### src/rtl/mul16u_arb_ctrl.sv
// Round-robin front end that shares one external combinational 16x16 unsigned
// multiplier among N_REQ requesters. Two register stages surround the
// multiplier: S1 holds the selected operands (driving mul_a/mul_b) and S2
// captures the returned product for the response port.
//
// Handshakes: a transfer happens on a rising edge where valid and ready are
// both 1. A requester keeps valid and its operands stable until it sees its
// ready bit. rsp_valid, rsp_o and rsp_id hold still until rsp_ready.
module mul16u_arb_ctrl #(
    parameter int N_REQ = 4
) (
    input  logic                 clk,
    input  logic                 rst,
    input  logic [N_REQ-1:0]     req_valid,
    output logic [N_REQ-1:0]     req_ready,
    input  logic [16*N_REQ-1:0]  req_a,
    input  logic [16*N_REQ-1:0]  req_b,
    output logic [15:0]          mul_a,
    output logic [15:0]          mul_b,
    input  logic [31:0]          mul_o,
    output logic                 rsp_valid,
    input  logic                 rsp_ready,
    output logic [31:0]          rsp_o,
    output logic [2:0]           rsp_id,
    output logic [15:0]          ops_done
);

    localparam int IW = $clog2(N_REQ);

    logic          s1_valid;
    logic [2:0]    s1_id;
    logic [IW-1:0] ptr;

    logic          adv;
    logic          ld1;
    logic          gnt_any;
    logic [IW-1:0] gnt_idx;
    logic [IW:0]   cand_sum;
    logic [IW-1:0] cand;
    logic [15:0]   gnt_a;
    logic [15:0]   gnt_b;

    // S2 can take a new value when empty or being drained; S1 when empty or
    // when its content moves on into S2 this cycle.
    assign adv = !rsp_valid || rsp_ready;
    assign ld1 = !s1_valid || adv;

    // Round-robin search starting at ptr, wrapping modulo N_REQ.
    always_comb begin
        gnt_any  = 1'b0;
        gnt_idx  = '0;
        cand_sum = '0;
        cand     = '0;
        for (int k = 0; k < N_REQ; k++) begin
            cand_sum = {1'b0, ptr} + (IW+1)'(k);
            if (cand_sum >= (IW+1)'(N_REQ)) begin
                cand_sum = cand_sum - (IW+1)'(N_REQ);
            end
            cand = cand_sum[IW-1:0];
            if (!gnt_any && req_valid[cand]) begin
                gnt_any = 1'b1;
                gnt_idx = cand;
            end
        end
    end

    // Operand mux for the granted requester.
    always_comb begin
        gnt_a = '0;
        gnt_b = '0;
        for (int k = 0; k < N_REQ; k++) begin
            if (k == int'(gnt_idx)) begin
                gnt_a = req_a[16*k +: 16];
                gnt_b = req_b[16*k +: 16];
            end
        end
    end

    // One-hot accept, only when S1 can load and never during reset.
    always_comb begin
        req_ready = '0;
        if (ld1 && gnt_any && !rst) begin
            req_ready[gnt_idx] = 1'b1;
        end
    end

    // S1 stage and arbitration pointer; operands hold their last value when idle.
    always_ff @(posedge clk) begin
        if (rst) begin
            s1_valid <= 1'b0;
            s1_id    <= '0;
            mul_a    <= '0;
            mul_b    <= '0;
            ptr      <= '0;
        end else if (ld1) begin
            s1_valid <= gnt_any;
            if (gnt_any) begin
                mul_a <= gnt_a;
                mul_b <= gnt_b;
                s1_id <= 3'(gnt_idx);
                ptr   <= (gnt_idx == IW'(N_REQ-1)) ? '0 : gnt_idx + 1'b1;
            end
        end
    end

    // S2 stage captures the multiplier output unmodified.
    always_ff @(posedge clk) begin
        if (rst) begin
            rsp_valid <= 1'b0;
            rsp_o     <= '0;
            rsp_id    <= '0;
        end else if (adv) begin
            rsp_valid <= s1_valid;
            rsp_o     <= mul_o;
            rsp_id    <= s1_id;
        end
    end

    // Completed-response counter, saturating at all ones.
    always_ff @(posedge clk) begin
        if (rst) begin
            ops_done <= '0;
        end else if (rsp_valid && rsp_ready && (ops_done != 16'hFFFF)) begin
            ops_done <= ops_done + 16'd1;
        end
    end

endmodule
### config.mk
export PLATFORM = sky130hd
export DESIGN_NAME = mul16u_arb_ctrl
export DESIGN_NICKNAME = d
export VERILOG_FILES = /design/src/rtl/mul16u_arb_ctrl.sv
export SDC_FILE = /design/constraint.sdc
export NUM_CORES = 1
export LEC_CHECK = 0
export ABC_AREA = 1
export CORE_MARGIN = 2
export CORE_UTILIZATION = 35
export CTS_BUF_LIST = sky130_fd_sc_hd__clkbuf_16
export DETAILED_ROUTE_END_ITERATION = 16
export GPL_TIMING_DRIVEN = 0
export PLACE_DENSITY = 0.84
export REMOVE_ABC_BUFFERS = 1
export SLEW_MARGIN = 0
export SYNTH_ARGS = -nofsm -noshare
export SYNTH_HDL_FRONTEND = slang
export SYNTH_SLANG_ARGS = --single-unit
### constraint.sdc
create_clock -name clk -period 4.34 [get_ports clk]
set_input_delay 0.868 -clock clk [delete_from_list [all_inputs] [get_ports clk]]
set_output_delay 0.868 -clock clk [all_outputs]
set_load 0.05 [all_outputs]
==> flow_summary.json <==
{
  "postRouteAntennaNets": 0,
  "powerDensity_nw_per_um2": 741,
  "area_delta_synth_final_pct": 63.2,
  "holdCritStartpoint": "s1_id[1]$_SDFFE_PP0N_",
  "synthCells": 743,
  "clk_pin_slew_worst_paths_ns": 0.06,
  "place_congestion": 0.880,
  "setup_viol": 0,
  "crit_required_ns": 3.47,
  "hold_violations": 0,
  "diodes": 0,
  "ir_worst_vdd_uv": 693,
  "final_cell_mix": "clkdlybuf4s50_1 (249), nand2_1 (212), nor2_1 (145), dfxtp_1 (88), o21ai_0 (46)",
  "synth_top_area_share_pct": 36.9,
  "skew_ns": 0.0134,
  "clock_path_buffers": 2,
  "layout_commonest_cell": "clkdlybuf4s50_1",
  "rsz0062_at_grt": "false",
  "fp-row-count": 42,
  "die-area_um2": 14600,
  "finalWorstSetupSlack_ns": 0.221,
  "htreeDepth": 3,
  "yosys_warnings": 0,
  "period_share_pct": 94.9,
  "via_per_inst": 4.89,
  "synth-seq-area-share_pct": 36.9,
  "grt_pass1_vias": 5481,
  "power.leakage_nw": 3.28,
  "outcome": "finished clean",
  "synth.cell_area_um2": 4770,
  "fmax_ghz": 0.243,
  "drtIter0Drc": 354,
  "ys_seq_elements": 88,
  "crit_path_max_incr_delay_ns": 0.47,
  "firstDrtPassIters": 4,
  "cp_cell_sequence": "clkdlybuf4s50_1 -> inv_1 -> nand2_1 -> nand3_1 -> nand2_2 -> inv_1 -> nand3_1 -> nand2_1 -> inv_1 -> nand2_1 -> inv_1 -> ha_4 -> inv_1 -> nor2_1 -> clkdlybuf4s15_2",
  "cts_made_buffers": 9,
  "clock-sinks": 88,
  "rr_startpoint": "ptr[0]$_SDFFE_PP0N_",
  "critPathArrivalTime_ns": 3.25,
  "syn_avg_cell_area_um2": 6.42,
  "fin_hold_ws_ns": 0.443,
  "relSlewSlack_pct": 46.6,
  "finalWirelength_mm": 17.3,
  "worst_pin_slew_ns": 0.797,
  "num_io_pins": 255,
  "hold_path_depth": 2,
  "hpwl_mm": 11.5,
  "start_util_pct": 35.9,
  "drc": 0,
  "final_nets": 1148,
  "place_ws_ns": -1.99,
  "grt_overflow_total": 0,
  "start_kind": "input pin",
  "grt_usage_pct": 23.8,
  "root_buffer": "clkbuf_16",
  "wl_per_cell_um": 15.0,
  "maxSlewViolCount": 0,
  "vias": 5657,
  "hold_path.class": "register to register",
  "endpoint_kind": "output port",
  "min_period_ns": 4.12,
  "r2r_cells": 17,
  "cp_max_fo": 18,
  "crit_path_top_delay_cell": "clkdlybuf4s50_1",
  "cp_common_cell": "inv_1",
  "antenna_found_initial": 0,
  "insertion_delay_ns": 0.34,
  "grt_pass1_wl_mm": 27.2,
  "port_buffers": 253,
  "synth_largest_area_cell": "dfxtp_1",
  "crit_type": "input pin to output port",
  "cts_tree": "built",
  "die_w_um": 121,
  "cap_violations": 0,
  "synthTopCellsByArea": "dfxtp_1 (37%), nand2_1 (17%), nor2_1 (11%), o211ai_1 (5.0%), o21ai_0 (4.8%)",
  "drive_gt1_share_pct": 6.52,
  "startpoint": "req_valid[3]",
  "grt_start_max_net_pins": 60,
  "ys_types": 29,
  "core_area_um2": 13300,
  "die_h_um": 121
}
==> flip-flops by register name (all words and copies together), names as in the netlist <==
name,count
ops_done,16
mul_b,16
mul_a,16
s1_valid,1
ptr,2
rsp_valid,1
s1_id,2
rsp_o,32
rsp_id,2
==> layer usage <==
metal  vias to the layer above  track usage (%)  wire length (µm)  part of all wire [%]
met2                       260             42.8              8640                    50
met1                      2516             26.3              6800                    39
met5                         -                0                 0                     0
met3                        29             6.98              1510                   8.7
met4                         0             8.79               363                   2.1
li1                       2852                -                 -                     -
==> cell families after synthesis <==
kind of cell | count (synthesis) | share of synthesized area, %
buffers and inverters | 85 | 8.11
other | 1 | 0.0786
XOR/XNOR | 7 | 1.29
flip-flops | 88 | 36.9
AND/OR/NAND/NOR | 401 | 34.0
AO/OA/AOI/OAI | 156 | 18.3
adder cells (fa/ha/maj) | 5 | 1.31
==> path summary, 6_finish.rpt <==
check,to,slack (ns)
setup reg to reg,mul_a[9]$_SDFFE_PP0N_,0.71
hold reg to reg,rsp_id[1]$_SDFFE_PP0P_,0.44
setup / recovery,req_ready[1],0.22
hold / removal,rsp_id[1]$_SDFFE_PP0P_,0.44
==> stage by stage <==
stage          area [µm²]  utilization (%)  power [W]  std cells  TNS [ns]
6_report             7780             58.5    0.00577       1157         0
2_1_floorplan        4530                -    0.00357        697    -0.354
4_1_cts              7740             58.2    0.00576       1152         0
3_5_place_dp         7320             55.1    0.00471       1128    -31.16
5_1_grt              7780             58.5    0.00627       1157         0
3_3_place_gp         7290             54.8    0.00465       1126    -44.80
==> synthesized netlist by cell type (all sizes together) <==
cell      n
ha        5
nand2   217
nor3      9
nand4     1
nor2    156
a21oi    48
buf      16
xnor2     3
clkbuf   30
inv      39
conb      1
and3      1
nand3    17
o211ai   32
xor2      4
dfxtp    88
o21ai    76
==> worst max-delay path, delay by kind of cell <==
| family | cells | cell delay (ns) |
|---|---|---|
| buffers and inverters | 7 | 1.31 |
| adder cells (fa/ha/maj) | 1 | 0.34 |
| AND/OR/NAND/NOR | 7 | 0.72 |
==> power breakdown <==
group          internal [W]  switching [W]  total [W]
Clock              0.000393       0.000343   0.000736
Sequential         0.000981      0.0000919    0.00107
Combinational       0.00142        0.00254    0.00396
==> layout make-up <==
class                           instances  area [µm²]
Timing Repair inverter                  2        10.0
Fill cell                            1238        5510
Tap cell                              176         220
Sequential cell                        88        1760
Timing Repair Buffer                  265        2670
Clock buffer                            9         225
Clock inverter                          7        55.1
Inverter                               39         169
Multi-Input combinational cell        571        2670
==> repair_timing <==
| item | 4_1_cts | 5_1_grt |
|---|---|---|
| gates cloned | 3 | 0 |
| buffers inserted | 5 | 5 |
| resized for setup | 23 | 2 |
| pin swaps | 2 | 0 |
| hold buffers | 0 | 0 |
| hold endpoints to repair | 0 | 0 |
| endpoints found under the setup margin | 36 | 4 |
No activity file was read; power rests on OpenSTA's default activity.
